### src/rtl/g18_arbiter_if.sv
// g18_arbiter_if
//   Bundles the requester handshakes, the shared read-data return and the
//   G18 flash pad signals of g18_arbiter.
//   slave  : arbiter view (requests and flash data in; acks, data, flash strobes out)
//   master : requester/flash view (the mirror image)
//   Signals: req0_i/req1_i, adr0_i/adr1_i, len0_i/len1_i  - per-port burst requests
//            ack0_o/ack1_o, vld0_o/vld1_o                 - per-port accept / data pulses
//            rd_dat_o, last_o, busy_o                      - shared read return and status
//            g18_adr_o, g18_rd_o, g18_dat_i                - flash word address, strobe, data
`timescale 1ns/1ps
interface g18_arbiter_if #(
    parameter int ADR_W = 23,
    parameter int DAT_W = 16
);
    logic             req0_i;
    logic             req1_i;
    logic [ADR_W-1:0] adr0_i;
    logic [ADR_W-1:0] adr1_i;
    logic [1:0]       len0_i;
    logic [1:0]       len1_i;
    logic             ack0_o;
    logic             ack1_o;
    logic             vld0_o;
    logic             vld1_o;
    logic [DAT_W-1:0] rd_dat_o;
    logic             last_o;
    logic             busy_o;
    logic [ADR_W-1:0] g18_adr_o;
    logic             g18_rd_o;
    logic [DAT_W-1:0] g18_dat_i;

    modport slave (
        input  req0_i, req1_i, adr0_i, adr1_i, len0_i, len1_i, g18_dat_i,
        output ack0_o, ack1_o, vld0_o, vld1_o, rd_dat_o, last_o, busy_o,
               g18_adr_o, g18_rd_o
    );

    modport master (
        output req0_i, req1_i, adr0_i, adr1_i, len0_i, len1_i, g18_dat_i,
        input  ack0_o, ack1_o, vld0_o, vld1_o, rd_dat_o, last_o, busy_o,
               g18_adr_o, g18_rd_o
    );
endinterface

### src/rtl/g18_arbiter.sv
// g18_arbiter
//   Two-requester round-robin read arbiter and word sequencer for the G18
//   BPI flash port. Grants one 1..4 word incrementing burst at a time and
//   holds each word address with the read strobe high for WAIT_CYCLES clocks.
//   Ports:
//     sys_clk_i   - system clock
//     sys_rst_n_i - asynchronous active-low reset
//     bus         - g18_arbiter_if.slave: requests, acks, read data, flash pads
`timescale 1ns/1ps
module g18_arbiter #(
    parameter int ADR_W       = 23,
    parameter int DAT_W       = 16,
    parameter int WAIT_CYCLES = 4
) (
    input  logic           sys_clk_i,
    input  logic           sys_rst_n_i,
    g18_arbiter_if.slave   bus
);

    localparam logic [3:0] CNT_INIT = 4'(WAIT_CYCLES - 1);

    typedef enum logic {
        ST_IDLE,
        ST_READ
    } state_t;

    state_t           state_q, state_d;
    logic             last_gnt_q, last_gnt_d;
    logic             port_q, port_d;
    logic [ADR_W-1:0] adr_q, adr_d;
    logic [1:0]       rem_q, rem_d;
    logic [3:0]       cnt_q, cnt_d;
    logic [DAT_W-1:0] rd_dat_q, rd_dat_d;
    logic             ack0_q, ack0_d;
    logic             ack1_q, ack1_d;
    logic             vld0_q, vld0_d;
    logic             vld1_q, vld1_d;
    logic             last_q, last_d;

    logic             gnt_any;
    logic             gnt_sel;

    // Port 0 wins unless only port 1 asks, or both ask and port 0 was
    // granted last time; gnt_sel is the granted port index.
    always_comb begin
        gnt_any = bus.req0_i | bus.req1_i;
        gnt_sel = bus.req1_i & ~(bus.req0_i & last_gnt_q);
    end

    always_comb begin
        state_d    = state_q;
        last_gnt_d = last_gnt_q;
        port_d     = port_q;
        adr_d      = adr_q;
        rem_d      = rem_q;
        cnt_d      = cnt_q;
        rd_dat_d   = rd_dat_q;
        ack0_d     = 1'b0;
        ack1_d     = 1'b0;
        vld0_d     = 1'b0;
        vld1_d     = 1'b0;
        last_d     = 1'b0;

        unique case (state_q)
            ST_IDLE: begin
                if (gnt_any) begin
                    ack0_d     = ~gnt_sel;
                    ack1_d     = gnt_sel;
                    port_d     = gnt_sel;
                    last_gnt_d = gnt_sel;
                    adr_d      = gnt_sel ? bus.adr1_i : bus.adr0_i;
                    rem_d      = gnt_sel ? bus.len1_i : bus.len0_i;
                    cnt_d      = CNT_INIT;
                    state_d    = ST_READ;
                end
            end
            ST_READ: begin
                if (cnt_q != '0) begin
                    cnt_d = cnt_q - 4'd1;
                end else begin
                    rd_dat_d = bus.g18_dat_i;
                    vld0_d   = ~port_q;
                    vld1_d   = port_q;
                    if (rem_q == '0) begin
                        last_d  = 1'b1;
                        state_d = ST_IDLE;
                    end else begin
                        // Natural wrap of the ADR_W-bit sum gives modulo addressing.
                        adr_d = adr_q + ADR_W'(1);
                        rem_d = rem_q - 2'd1;
                        cnt_d = CNT_INIT;
                    end
                end
            end
            default: state_d = ST_IDLE;
        endcase
    end

    always_ff @(posedge sys_clk_i or negedge sys_rst_n_i) begin
        if (!sys_rst_n_i) begin
            state_q    <= ST_IDLE;
            last_gnt_q <= 1'b1;
            port_q     <= 1'b0;
            adr_q      <= '0;
            rem_q      <= '0;
            cnt_q      <= '0;
            rd_dat_q   <= '0;
            ack0_q     <= 1'b0;
            ack1_q     <= 1'b0;
            vld0_q     <= 1'b0;
            vld1_q     <= 1'b0;
            last_q     <= 1'b0;
        end else begin
            state_q    <= state_d;
            last_gnt_q <= last_gnt_d;
            port_q     <= port_d;
            adr_q      <= adr_d;
            rem_q      <= rem_d;
            cnt_q      <= cnt_d;
            rd_dat_q   <= rd_dat_d;
            ack0_q     <= ack0_d;
            ack1_q     <= ack1_d;
            vld0_q     <= vld0_d;
            vld1_q     <= vld1_d;
            last_q     <= last_d;
        end
    end

    assign bus.ack0_o    = ack0_q;
    assign bus.ack1_o    = ack1_q;
    assign bus.vld0_o    = vld0_q;
    assign bus.vld1_o    = vld1_q;
    assign bus.rd_dat_o  = rd_dat_q;
    assign bus.last_o    = last_q;
    assign bus.busy_o    = (state_q != ST_IDLE);
    assign bus.g18_adr_o = adr_q;
    assign bus.g18_rd_o  = (state_q == ST_READ);

endmodule
### src/flat_wrapper.sv
// flat-port wrapper written by rule: the top's interface ports become plain ports
module g18_arbiter_flat 
#(
    parameter int ADR_W       = 23,
    parameter int DAT_W       = 16,
    parameter int WAIT_CYCLES = 4
)
  (sys_clk_i, sys_rst_n_i, bus_req0_i, bus_req1_i, bus_adr0_i, bus_adr1_i, bus_len0_i, bus_len1_i, bus_g18_dat_i, bus_ack0_o, bus_ack1_o, bus_vld0_o, bus_vld1_o, bus_rd_dat_o, bus_last_o, bus_busy_o, bus_g18_adr_o, bus_g18_rd_o);
  g18_arbiter_if #(.ADR_W(ADR_W), .DAT_W(DAT_W)) bus_i ();
  input  logic sys_clk_i;
  input  logic sys_rst_n_i;
  input wire logic [$bits(bus_i.req0_i)-1:0] bus_req0_i;
  input wire logic [$bits(bus_i.req1_i)-1:0] bus_req1_i;
  input wire logic [$bits(bus_i.adr0_i)-1:0] bus_adr0_i;
  input wire logic [$bits(bus_i.adr1_i)-1:0] bus_adr1_i;
  input wire logic [$bits(bus_i.len0_i)-1:0] bus_len0_i;
  input wire logic [$bits(bus_i.len1_i)-1:0] bus_len1_i;
  input wire logic [$bits(bus_i.g18_dat_i)-1:0] bus_g18_dat_i;
  output wire logic [$bits(bus_i.ack0_o)-1:0] bus_ack0_o;
  output wire logic [$bits(bus_i.ack1_o)-1:0] bus_ack1_o;
  output wire logic [$bits(bus_i.vld0_o)-1:0] bus_vld0_o;
  output wire logic [$bits(bus_i.vld1_o)-1:0] bus_vld1_o;
  output wire logic [$bits(bus_i.rd_dat_o)-1:0] bus_rd_dat_o;
  output wire logic [$bits(bus_i.last_o)-1:0] bus_last_o;
  output wire logic [$bits(bus_i.busy_o)-1:0] bus_busy_o;
  output wire logic [$bits(bus_i.g18_adr_o)-1:0] bus_g18_adr_o;
  output wire logic [$bits(bus_i.g18_rd_o)-1:0] bus_g18_rd_o;
  assign bus_i.req0_i = bus_req0_i;
  assign bus_i.req1_i = bus_req1_i;
  assign bus_i.adr0_i = bus_adr0_i;
  assign bus_i.adr1_i = bus_adr1_i;
  assign bus_i.len0_i = bus_len0_i;
  assign bus_i.len1_i = bus_len1_i;
  assign bus_i.g18_dat_i = bus_g18_dat_i;
  assign bus_ack0_o = bus_i.ack0_o;
  assign bus_ack1_o = bus_i.ack1_o;
  assign bus_vld0_o = bus_i.vld0_o;
  assign bus_vld1_o = bus_i.vld1_o;
  assign bus_rd_dat_o = bus_i.rd_dat_o;
  assign bus_last_o = bus_i.last_o;
  assign bus_busy_o = bus_i.busy_o;
  assign bus_g18_adr_o = bus_i.g18_adr_o;
  assign bus_g18_rd_o = bus_i.g18_rd_o;
  g18_arbiter #(.ADR_W(ADR_W), .DAT_W(DAT_W), .WAIT_CYCLES(WAIT_CYCLES)) u_core (.sys_clk_i(sys_clk_i), .sys_rst_n_i(sys_rst_n_i), .bus(bus_i));
endmodule
### config.mk
export PLATFORM = sky130hd
export DESIGN_NAME = g18_arbiter_flat
export DESIGN_NICKNAME = d
export VERILOG_FILES = /design/src/rtl/g18_arbiter_if.sv /design/src/rtl/g18_arbiter.sv /design/src/flat_wrapper.sv
export SDC_FILE = /design/constraint.sdc
export NUM_CORES = 1
export LEC_CHECK = 0
export ABC_AREA = 0
export CAP_MARGIN = 25
export CORE_UTILIZATION = 50
export CTS_BUF_LIST = sky130_fd_sc_hd__clkbuf_8
export DETAILED_ROUTE_END_ITERATION = 12
export DONT_BUFFER_PORTS = 1
export SLEW_MARGIN = 40
export SYNTH_ARGS = -nofsm -noshare
export SYNTH_HDL_FRONTEND = slang
export SYNTH_SLANG_ARGS = --single-unit
### constraint.sdc
create_clock -name sys_clk_i -period 4.8 [get_ports sys_clk_i]
set_clock_uncertainty 0.1 [all_clocks]
set_input_delay 0.48 -clock sys_clk_i [delete_from_list [all_inputs] [get_ports sys_clk_i]]
set_output_delay 0.48 -clock sys_clk_i [all_outputs]
set_load 0.005 [all_outputs]
# After elaboration in Yosys (flattened, before gate mapping)
# Cells that the tools add are included.
# Widths: inputs -> output; s select.
[word_totals] ff_bits=53 word_cells=62
[op_classes] n_addsub=3 n_eq_ne=4 n_mux=29 bitwise=8 n_reduce_logical=6
[ops] cell="$mux 23" count=4
[ops] cell="$pmux 23 s2" count=1
[ops] cell="$add 23x1->23 const B" count=1
[ops] cell="$mux 1" count=14
[ops] cell="$mux 4" count=3
[ops] cell="$mux 2" count=4
[ops] cell="$pmux 4 s2" count=1
[ops] cell="$reduce_and 2->1" count=3
[ops] cell="$not 1->1" count=5
[ops] cell="$ne 2x2->1 const B" count=2
[ops] cell="$pmux 2 s2" count=1
[ops] cell="$reduce_bool 4->1" count=1
[ops] cell="$sub 4x1->4 const B" count=1
[ops] cell="$ne 3x3->1 const B" count=1
[ops] cell="$reduce_and 3->1" count=1
[ops] cell="$and 1x1->1" count=2
[ops] cell="$logic_not 2->1" count=1
[ops] cell="$ne 2x1->1 const B" count=1
[ops] cell="$pmux 1 s2" count=1
[ops] cell="$sub 2x1->2 const B" count=1
[ops] cell="$or 1x1->1" count=1

# Logic depth before layout (Yosys ltp)
[depth] word_depth=6 mapped_depth=8

# Worst setup path after synthesis
# OpenSTA, ideal clock, no wires.
[synth_path] path_kind="reg-to-reg" startpoint="reg u_core.cnt_q[0]" endpoint="reg u_core.rd_dat_q[0] (netlist: u_core.bus.rd_dat_o[0])" setup_time_ns=0.125 t_arrival_ns=1.528 path_slack_ns=3.047 stages_incl_launch_ff=7 period_less_slack_ns=1.753 cell_sequence="dfrtp_1 inv_1 ha_1 and4bb_1 buf_4 buf_4 mux2_2"
[synth_between] elab_chain_cells=3
[synth_rtl] item="start, declared" line="g18_arbiter.sv:32" source="logic [3:0] cnt_q, cnt_d;"
[synth_rtl] item="start signal, assigned" line="g18_arbiter.sv:119" source="cnt_q <= cnt_d;"
[synth_rtl] item="$reduce_bool 4->1" line="g18_arbiter.sv:78" source="if (cnt_q != '0) begin"
[synth_rtl] item="$not 1->1 (no line)"
[synth_rtl] item="$reduce_and 2->1 (no line)"
[synth_rtl] item="end signal, assigned" line="g18_arbiter.sv:120" source="rd_dat_q <= rd_dat_d;"
[synth_rtl] item="end, declared" line="g18_arbiter.sv:33" source="logic [DAT_W-1:0] rd_dat_q, rd_dat_d;"
# No other way between the ends.
# A chain may end at the register's enable or synchronous reset.

# Worst setup path in the final report
[layout_path] startpoint="reg u_core.state_q (netlist: u_core.bus.busy_o)" endpoint="reg u_core.adr_q[21] (netlist: u_core.bus.g18_adr_o[21])"
[layout_between] elab_chain_cells=3
[layout_rtl] item="start, declared" line="g18_arbiter.sv:27" source="state_t state_q, state_d;"
[layout_rtl] item="start signal, assigned" line="g18_arbiter.sv:114" source="state_q <= state_d;"
[layout_rtl] item="$not 1->1"
[layout_rtl] item="$ne 2x1->1 (no line)"
[layout_rtl] item="$reduce_and 3->1 (no line)"
[layout_rtl] item="end signal, assigned" line="g18_arbiter.sv:117" source="adr_q <= adr_d;"
[layout_rtl] item="end, declared" line="g18_arbiter.sv:30" source="logic [ADR_W-1:0] adr_q, adr_d;"
# Several ways; a longest one is shown, not always the timed one.

==> impl_summary.md <==
Outcome
The flow ran to the end, and the final reports show no timing, DRC or antenna violations.

Synth
After synthesis, the largest family of logic cells by area is multiplexers. Yosys mapped a number of flops with a built-in enable equal to 0. The register area share after synthesis is between 40% and 50%. After synthesis, the cell types taking the most area are sky130_fd_sc_hd__dfrtp_1 43%, sky130_fd_sc_hd__mux2_2 8.3%, sky130_fd_sc_hd__mux2_1 5.3%, sky130_fd_sc_hd__mux2i_1 4.7%, sky130_fd_sc_hd__o22ai_1 4.0%. The portion of synthesized cell area occupied by the leading cell type is about 43%.

In the synthesized netlist the dominant register cell turns out to be sky130_fd_sc_hd__dfrtp_1. Summing the areas of all and, or, nand and nor instances in the mapped netlist gives between 15 and 20% of the synthesized area. The synthesized netlist devotes 15.0% of its cell area to compound gates. For this run, asynchronously set or reset flops after synthesis account for 100%. The xor/xnor share of the synthesized area is less than 1%. For this run, the number of Yosys warnings is 0. The portion of synthesized area spent on multiplexers is 18.2%. The synthesized design contains 53 register bits.

The combined area of all synthesized cells is around 3000 sq um. The average cell area after synthesis is 10.4 sq um. The cell count after synthesis is around 290. The number of different library cells in the post-synthesis netlist is 43. The adder-cell share of the synthesized area is 1.67%. The largest total area in the synthesized netlist belongs to sky130_fd_sc_hd__dfrtp_1. Synthesis produced a netlist with a net count of around 360.

CTS
Post-CTS repair changed the size of 0 cells. The number of sinks driven by the clock tree is 53. Counting the buffers created by CTS gives 5.

TritonCTS built the clock tree. The post-CTS setup repair buffer count is 0. Clock-pin slew was measured on the worst setup and hold paths at approximately 100 ps. The number of levels in the clock H-tree is 2. The number of buffers inserted for hold repair after clock tree synthesis is 2.

No sink is reached through more buffers than the 2 on the longest clock path. The later pin in the worst-skew pair is clocked with a latency of 310 ps. The root buffer cell chosen for the clock tree is sky130_fd_sc_hd__clkbuf_8.

Global routing
The remaining global-route overflow is 0. The number of antenna violations at the first check in global routing is 0. The largest net degree at the start of global routing is 54. The overall track demand over capacity in global routing is just over 20%. The global-route wire length before repair is a little under 10000 um. The via count of the first global-routing pass was ~2000.

STA
Setup repair after global routing left no endpoint under its margin. The worst slew slack as a fraction of its limit is roughly three fifths. The final number of hold-violating endpoints is 0. The final cycle utilization of the critical path is around 45%. The total count of max-transition violations in the final report is 0. At the pin with the least slew margin, the transition time is 578 ps. The maximum clock frequency is roughly 470 MHz.

For the finished layout, the period the worst path requires is ~2100 ps. The setup slack after layout is around 2700 ps. The post-route setup TNS is 0 ps. The number of setup violations in the final report is 0. The final worst hold slack is between 100 and 150 ps.

Critical path
The data required time at the worst endpoint is ~4900 ps. The largest stage delay on the critical path is between 400 and 500 ps. The kind of cell with the highest combined delay on the critical path is buffers and inverters.

STA classifies the critical path startpoint as a flop. The critical path goes through buf_4, nand4bb_4, o21ai_4, buf_8, nand2_1, mux2i_1, a21oi_1. The kind of capture point of the worst setup path is a flop. The buffer and inverter count on the worst path is 2. The worst-path maximum fanout is 35. The worst setup path is of the reg -> reg kind. For the worst setup path, the data arrival time is about 2200 ps.

The slowest library cell on the worst path is sky130_fd_sc_hd__o21ai_4.

Final layout
From synthesis to final layout, the design area changed by 5.85%. The core occupancy in the finished layout is between 50 and 60%. The count of antenna diodes in the layout is 0.

The count of filler cells inserted in the layout is about 520. The count of nets after finishing is ~360. The post-route netlist has between 15 and 20% of its cells at a drive strength greater than 1.

Routing
The count of nets left with antenna violations once routing finished came out at 0. The final route contains about 2100 vias. The first-pass iteration count of the detailed router is 4.

The post-detailed-routing wire length is a little over 6000 um. The DRC marker count from the first detailed-route iteration is about 140. For this run, design rule violations remaining after detail routing come to 0. Dividing the detail-routed wire length by the instance count gives about 17 um.

The mean number of vias per cell is around 6.

Floorplanning
between 100 and 150 I/O pins were placed. The die is 79.4 um wide. Once the floorplan was initialized, standard cells occupied between 50% and 60% of the core. The die covers between 6000 and 7000 sq um. The die span in y is between 70 and 80 um.

The placement row count is 27. The total area inside the core boundary comes to about 5600 sq um.

Placed design
The placement-stage worst setup slack is between 2000 and 3000 ps. Routability-driven placement finished with a final weighted congestion of about 0.79. Detailed placement ended at an HPWL of 4310 um. Port buffering added 0 buffers.

Pwr
The analysis attributes to cell leakage a power of 1.32 nW. For this design the ratio of total power to cell area is 473 nW/um^2. The peak supply drop is ~270 uV.

Min path
The min-delay analysis places its worst path in the category in -> reg.

Job
Across the run, the number of max-cap violations was 0.
## kinds of logic after synthesis
kind of cell	after synthesis
compound gates	70
xor+xnor	2
fa+ha+maj	4
buf+inv	21
flops	53
mux	50
simple gates	88
## synth_stat cells (all sizes together), types with 3 or more instances
| cell | number |
|---|---|
| mux2 | 36 |
| nand2 | 26 |
| nand3 | 19 |
| nor2 | 15 |
| and2 | 3 |
| inv | 6 |
| a21oi | 24 |
| ha | 4 |
| clkbuf | 4 |
| o22ai | 19 |
| dfrtp | 52 |
| nand4 | 6 |
| and3 | 7 |
| o21ai | 16 |
| mux2i | 14 |
| nor3 | 5 |
| nor4 | 4 |
| buf | 11 |
## sequential cells by signal (all words and copies together) (netlist names)
| signal | flops |
|---|---|
| u_core.bus.ack1_o | 1 |
| u_core.rem_q | 2 |
| u_core.bus.last_o | 1 |
| u_core.cnt_q | 4 |
| u_core.bus.ack0_o | 1 |
| u_core.bus.vld1_o | 1 |
| u_core.bus.g18_adr_o | 23 |
| u_core.port_q | 1 |
| u_core.bus.rd_dat_o | 16 |
| u_core.bus.vld0_o | 1 |
| u_core.bus.busy_o | 1 |
| u_core.last_gnt_q | 1 |
## power by group
part / total (mW) / leakage, nW / internal [mW] / switching [mW]
registers: 0.692 / 0.672 / 0.581 / 0.111
clock network: 0.273 / 0.0518 / 0.120 / 0.153
logic: 0.533 / 0.597 / 0.257 / 0.276
## worst paths after layout
kind	startpoint	endpoint	slack [ps]	depth (start not counted)
setup / recovery	u_core.bus.busy_o	u_core.bus.g18_adr_o[21]	2650	7
hold / removal	bus_req0_i	u_core.last_gnt_q	140	1
setup reg to reg	u_core.bus.busy_o	u_core.bus.g18_adr_o[21]	2650	7
hold reg to reg	u_core.port_q	u_core.bus.vld0_o	380	1
max in group asynchronous	sys_rst_n_i	u_core.last_gnt_q	3710	2
min in group asynchronous	sys_rst_n_i	u_core.rem_q[0]	600	2
## per-stage QoR
stage | instances | area (sq um) | power (mW)
CTS | 358 | 3170 | 1.52
detailed placement | 348 | 3030 | 1.23
global route | 358 | 3170 | 1.61
global placement | 346 | 2990 | 1.20
floorplan | 288 | 2990 | 1.14
finish | 358 | 3170 | 1.50
## placed cells by master (no fill, tap or decap), drive strengths merged
cell type    netlist  final
mux2i             14     14
o211ai             1      1
o22ai             19     19
o21bai             1      1
o21a               1      1
nand3             19     19
or2b               1      1
clkinv             0      1
o21ai             16     16
and2               3      3
nor3               5      5
and4bb             1      1
o22a               1      1
a21oi             24     24
a31oi              2      2
nor2              15     15
dlygate4sd3        0      1
clkbuf             4      6
buf               11      4
inv                6      7
dfstp              1      1
dfrtp             52     52
a41o               1      1
and3               7      7
a21boi             1      1
nand4bb            1      1
nor4               4      4
o311ai             1      1
xor2               2      2
a22oi              1      1
nand4              6      6
nand2             26     26
a32oi              1      1
ha                 4      4
mux2              36     36
## routing by layer
metal | vias to the layer above | GRT usage [%] | wire length [um]
met5 | - | 0 | 0
met4 | 0 | 4.91 | 51
met3 | 6 | 5.37 | 363
met2 | 68 | 32.0 | 2830
met1 | 1013 | 27.4 | 2980
li1 | 1054 | - | -
## cell type report
class	count	area [sq um]	share of cell area, %
repair buffers	5	75.1	2.37
multi-input cells	214	1550	49.0
clock inverters	2	17.5	0.553
well taps	72	90.1	2.84
flip-flops and latches	53	1330	41.9
clock buffers	6	82.6	2.61
inverters	6	22.5	0.711
No activity file was read; power rests on OpenSTA's default activity.
